===== src/rtl/alioth_pkg.sv =====
// Shared types for the redirect controller: FSM state encoding and BTB update entry.
`ifndef INST_ADDR_WIDTH
`define INST_ADDR_WIDTH 32
`endif

package alioth_pkg;

  localparam int INST_ADDR_W = `INST_ADDR_WIDTH;

  typedef enum logic {
    IDLE = 1'b0,
    PEND = 1'b1
  } redirect_state_e;

  typedef struct packed {
    logic [INST_ADDR_W-1:0] pc;
    logic [INST_ADDR_W-1:0] target;
  } btb_entry_t;

endpackage


===== src/rtl/redirect_btb_fifo.sv =====
// FIFO of pending BTB updates; head is exposed directly (no write-through bypass).
module redirect_btb_fifo
  import alioth_pkg::*;
#(
  parameter int DEPTH = 4
) (
  input  logic       clk,
  input  logic       rst,
  input  logic       in_valid,
  input  btb_entry_t in_data,
  output logic       out_valid,
  output btb_entry_t out_data,
  input  logic       out_ready,
  output logic       full,
  output logic       drop
);

  localparam int PW = (DEPTH > 1) ? $clog2(DEPTH) : 1;
  localparam int CW = $clog2(DEPTH + 1);

  btb_entry_t       mem [DEPTH];
  logic [PW-1:0]    wr_ptr;
  logic [PW-1:0]    rd_ptr;
  logic [CW-1:0]    count;
  logic             empty;
  logic             push;
  logic             pop;

  assign empty = (count == '0);
  assign full  = (count == CW'(DEPTH));
  assign pop   = !empty && out_ready;
  // A full queue still accepts when the head leaves in the same cycle.
  assign push  = in_valid && (!full || pop);
  assign drop  = in_valid && full && !pop;

  assign out_valid = !empty;
  assign out_data  = mem[rd_ptr];

  always_ff @(posedge clk) begin
    if (push) begin
      mem[wr_ptr] <= in_data;
    end
  end

  always_ff @(posedge clk) begin
    if (rst) begin
      wr_ptr <= '0;
      rd_ptr <= '0;
      count  <= '0;
    end else begin
      if (push) begin
        wr_ptr <= wr_ptr + PW'(1);
      end
      if (pop) begin
        rd_ptr <= rd_ptr + PW'(1);
      end
      case ({push, pop})
        2'b10:   count <= count + CW'(1);
        2'b01:   count <= count - CW'(1);
        default: count <= count;
      endcase
    end
  end

endmodule


===== src/rtl/redirect_ctrl.sv =====
// Front-end redirect arbiter (int > bru0 > bru1) with valid/ready IFU handshake,
// plus a queue that serialises JALR BTB updates onto the BTB write port.
module redirect_ctrl
  import alioth_pkg::*;
#(
  parameter int BTB_Q_DEPTH = 4,
  parameter int AW          = `INST_ADDR_WIDTH
) (
  input  logic          clk,
  input  logic          rst,
  input  logic          int_req_i,
  input  logic [AW-1:0] int_addr_i,
  input  logic          bru0_jump_i,
  input  logic [AW-1:0] bru0_addr_i,
  input  logic          bru1_jump_i,
  input  logic [AW-1:0] bru1_addr_i,
  input  logic          btb_upd_valid_i,
  input  logic [AW-1:0] btb_upd_pc_i,
  input  logic [AW-1:0] btb_upd_target_i,
  output logic          ifu_redirect_valid_o,
  output logic [AW-1:0] ifu_redirect_addr_o,
  input  logic          ifu_redirect_ready_i,
  output logic          flush_o,
  output logic          hold_o,
  output logic          btb_wr_valid_o,
  output logic [AW-1:0] btb_wr_pc_o,
  output logic [AW-1:0] btb_wr_target_o,
  input  logic          btb_wr_ready_i,
  output logic          btb_q_full_o,
  output logic          btb_q_drop_o
);

  redirect_state_e state;
  redirect_state_e state_nxt;
  logic [AW-1:0]   addr_q;
  logic [AW-1:0]   addr_nxt;
  logic            flush_q;
  logic            flush_nxt;

  always_comb begin
    state_nxt = state;
    addr_nxt  = addr_q;
    flush_nxt = 1'b0;
    case (state)
      IDLE: begin
        if (int_req_i) begin
          state_nxt = PEND;
          addr_nxt  = int_addr_i;
          flush_nxt = 1'b1;
        end else if (bru0_jump_i) begin
          state_nxt = PEND;
          addr_nxt  = bru0_addr_i;
          flush_nxt = 1'b1;
        end else if (bru1_jump_i) begin
          state_nxt = PEND;
          addr_nxt  = bru1_addr_i;
          flush_nxt = 1'b1;
        end
      end
      PEND: begin
        // Branch requests here are wrong-path; only a trap may retarget.
        // On a ready cycle the old address is consumed and the trap follows.
        if (int_req_i) begin
          addr_nxt  = int_addr_i;
          flush_nxt = 1'b1;
        end else if (ifu_redirect_ready_i) begin
          state_nxt = IDLE;
        end
      end
      default: state_nxt = IDLE;
    endcase
  end

  always_ff @(posedge clk) begin
    if (rst) begin
      state   <= IDLE;
      addr_q  <= '0;
      flush_q <= 1'b0;
    end else begin
      state   <= state_nxt;
      addr_q  <= addr_nxt;
      flush_q <= flush_nxt;
    end
  end

  assign ifu_redirect_valid_o = (state == PEND);
  assign ifu_redirect_addr_o  = addr_q;
  assign flush_o              = flush_q;
  assign hold_o               = (state == PEND);

  btb_entry_t upd_entry;
  btb_entry_t head_entry;

  assign upd_entry.pc     = btb_upd_pc_i;
  assign upd_entry.target = btb_upd_target_i;

  redirect_btb_fifo #(
    .DEPTH (BTB_Q_DEPTH)
  ) u_btb_fifo (
    .clk       (clk),
    .rst       (rst),
    .in_valid  (btb_upd_valid_i),
    .in_data   (upd_entry),
    .out_valid (btb_wr_valid_o),
    .out_data  (head_entry),
    .out_ready (btb_wr_ready_i),
    .full      (btb_q_full_o),
    .drop      (btb_q_drop_o)
  );

  assign btb_wr_pc_o     = head_entry.pc;
  assign btb_wr_target_o = head_entry.target;

endmodule


===== config.mk =====
export PLATFORM = sky130hd
export DESIGN_NAME = redirect_ctrl
export DESIGN_NICKNAME = d
export VERILOG_FILES = /design/src/rtl/alioth_pkg.sv /design/src/rtl/redirect_btb_fifo.sv /design/src/rtl/redirect_ctrl.sv
export SDC_FILE = /design/constraint.sdc
export NUM_CORES = 1
export LEC_CHECK = 0
export ABC_CLOCK_PERIOD_IN_PS = 4650
export BUFFER_PORTS_ARGS = -buffer_cell sky130_fd_sc_hd__clkbuf_2
export CAP_MARGIN = 10
export CORE_ASPECT_RATIO = 1.4
export CORE_MARGIN = 1.5
export CORE_UTILIZATION = 55
export CTS_CLUSTER_DIAMETER = 200
export CTS_CLUSTER_SIZE = 10
export DETAILED_ROUTE_END_ITERATION = 16
export MAX_ROUTING_LAYER = met4
export PLACE_DENSITY_LB_ADDON = 0.25
export RECOVER_POWER = 100
export SLEW_MARGIN = 25
export SYNTH_ARGS = -nofsm -noshare
export SYNTH_HDL_FRONTEND = slang
export SYNTH_SLANG_ARGS = --single-unit

===== constraint.sdc =====
create_clock -name clk -period 4.65 [get_ports clk]
set_input_delay 0.465 -clock clk [delete_from_list [all_inputs] [get_ports clk]]
set_output_delay 0.465 -clock clk [all_outputs]
set_load 0.02 [all_outputs]

==> flow_metrics.tcl <==
set metrics [dict create \
    grt_overflow_total 0 \
    cellPowerDensity_mw_per_mm2 508 \
    slew_headroom_pct -16.9 \
    synthTopCellsByArea "edfxtp_1 66%, mux4_2 12%, dfxtp_1 7.4%" \
    rows 62 \
    netlist_instances 582 \
    cts_hold_buf 0 \
    setup_viol 0 \
    seqCellArea_sq_mm 0.00856 \
    netlist_area_sq_mm 0.0116 \
    synth_warnings 0 \
    crit_type "in -> reg" \
    drive_above_1_share_pct 29.0 \
    postRouteWirelength_microns 25600 \
    synth_top_area_share_pct 66.5 \
    fin_crit_sh_pct 72.8 \
    p_leak_uw 0.00464 \
    dieHeight_microns 175 \
    ant_nets 0 \
    cp-start-kind "input pin" \
    ys.flop_type "edfxtp_1" \
    end_kind "flop" \
    start_util_pct 56.2 \
    first_global_vias 6959 \
    cts_buffers 35 \
    ios 270 \
    ys_async_sr_fraction_pct 0 \
    synth_fp_nets 756 \
    viasPerCell 5.73 \
    die_area_sq_mm 0.0219 \
    filler_cell_count 1423 \
    finalPower_uw 7040 \
    rsz0062_at_grt "false" \
    violations "capacitance limit, slew limit" \
    insertion_delay_ns 0.48 \
    swShare_pct 26.9 \
    drc_errors 0 \
    power.switching_uw 1890 \
    syn_to_final_growth_pct 19.9 \
    clockBufferDepth 3 \
    drv_slew 294 \
    worst_pin_slew_ns 1.75 \
    synth_area_leader_cell "edfxtp_1" \
    htreeDepth 2 \
    routabilityCongestion 0.848 \
    multiInputGateArea_sq_mm 0.00277 \
    die_w_microns 126 \
    tns_ns 0 \
    hold_class "in -> reg" \
    power_frac_comb_pct 19.5 \
    pwr-share-clk_pct 33.5 \
    ir_worst_vdd_v 0.000270 \
    critPathMaxFanout 33 \
    max_freq_mhz 296 \
    clockRootBuffer "clkbuf_16" \
    clock_sinks 299 \
    core-area_sq_mm 0.0206 \
    wl_per_cell_microns 22.5 \
    cts_tree "built" \
    grt_usage_pct 24.1 \
    required_ns 4.98 \
    drtIter0Drc 484 \
    cp.arrival_ns 3.71 \
    ys_seq_area_share_pct 73.9 \
    antenna_found_initial 10 \
    hold_slack_ns 0.249 \
    grt_pass1_wl_microns 38600 \
    num_vias 6508 \
    ys_top_cells_by_count "256 x edfxtp_1, 64 x mux4_2, 43 x dfxtp_1" \
    nets 1029 \
    hold_viol_final 0 \
    min_period_ns 3.38 \
    hpwlAfterDp_microns 16900 \
    grt_max_degree 65 \
    cap_violations 5 \
    synth_edf_count 256 \
    synth.most_common_cell "edfxtp_1" \
    status "complete, but fails checks" \
    post_cts_resized 0 \
    synth_cell_types 35 \
    ys_seq_elements 299 \
    dr.pass1.iters 7 \
    clock_skew_ns 0.0160 \
    synth_area_per_cell_sq_um 19.9 \
    final_core_utilization_pct 67.5 \
    clk_pin_slew_worst_paths_ns 0.05 \
    p_int_uw 5150 \
    io_buffers 269 \
    postCtsSetupRepairBufs 0 \
    power_frac_seq_pct 46.9 \
]
-- worst paths after layout --
kind                                               end  cells after the start  slack (ns)                   start
worst min register to register  ifu_redirect_addr_o[6]                      2        0.48  ifu_redirect_addr_o[6]
worst max register to register    u_btb_fifo.mem[3][8]                      3        1.84     u_btb_fifo.count[2]
worst min-delay path             u_btb_fifo.mem[2][41]                      1        0.25         btb_upd_pc_i[9]
worst max-delay path            ifu_redirect_addr_o[7]                      5        1.27             bru0_jump_i
-- registers in the layout, summed over array words and instances (netlist names), named ones only --
name / count
u_btb_fifo.count: 3
u_btb_fifo.rd_ptr: 2
ifu_redirect_addr_o: 32
hold_o: 1
u_btb_fifo.wr_ptr: 2
u_btb_fifo.mem: 256
flush_o: 1
-- power by group through the flow --
stage / sequential [uW] / clock [uW] / combinational (uW)
after floorplan: 3270 / 0 / 1030
after global placement: 3390 / 0 / 1380
after detailed placement: 3360 / 0 / 1460
after CTS: 3310 / 2400 / 1470
after global routing: 3340 / 2510 / 1470
final: 3300 / 2360 / 1370
-- stage by stage --
step,std cells,cell area [sq um],setup slack (ns)
floorplan,582,11600,1.84
global placement,1073,13100,1.96
detailed placement,1074,13100,1.78
CTS,1124,14100,1.60
global route,1134,13900,0.976
finish,1135,13900,1.27
-- per-layer routing --
layer  track usage (%)  vias to the layer above  part of all wire [%]
met5                 -                        -                     0
met4              8.19                        0                   2.3
met3              7.73                       31                   8.2
met2              40.2                      307                    52
met1              27.5                     3231                    37
li1                  -                     2939                     -
-- kinds of logic (layout without fill, tap and decap cells) --
family,count (synthesis),count (layout),synth area share [%]
and+or+nand+nor,31,31,1.31
DFF,299,299,73.9
AOI/OAI and AO/OA,90,90,5.29
xor gates and xnor gates,4,4,0.303
adders and majority gates,6,6,0.714
muxes,105,105,16.4
other,0,11,0
buffers and inverters,47,333,2.08
-- placed cells by master, fill, tap and decap left out, types with 3 or more instances in the layout --
| master | Yosys | layout |
|---|---|---|
| edfxtp_1 | 256 | 256 |
| clkbuf_1 | 20 | 180 |
| clkbuf_2 | 0 | 105 |
| mux4_2 | 64 | 64 |
| dfxtp_1 | 43 | 41 |
| clkbuf_16 | 0 | 37 |
| mux2_2 | 33 | 33 |
| a21oi_1 | 24 | 26 |
| a22oi_1 | 25 | 25 |
| o31ai_1 | 25 | 25 |
| diode_2 | 0 | 11 |
| nand2_1 | 9 | 9 |
| nor2_1 | 9 | 9 |
| mux2i_1 | 8 | 8 |
| inv_1 | 7 | 7 |
| o22ai_1 | 7 | 7 |
| ha_1 | 5 | 5 |
| and2_2 | 0 | 4 |
| xor2_1 | 3 | 3 |
-- worst max-delay path: stages --
cell	delay [ns]
clkbuf_1	1.23
o21ba_1	0.28
clkbuf_1	0.88
or2_2	0.68
o22ai_1	0.15
-- final cells by class --
type                    count  share of cell area (%)
inverters                   8                   0.217
clock buffers              50                    7.03
well taps                 256                    2.31
flip-flops and latches    299                    61.7
diodes                     11                   0.199
repair buffers            275                    8.56
multi-input cells         236                    20.0
Power figures use the tool's default switching activity.
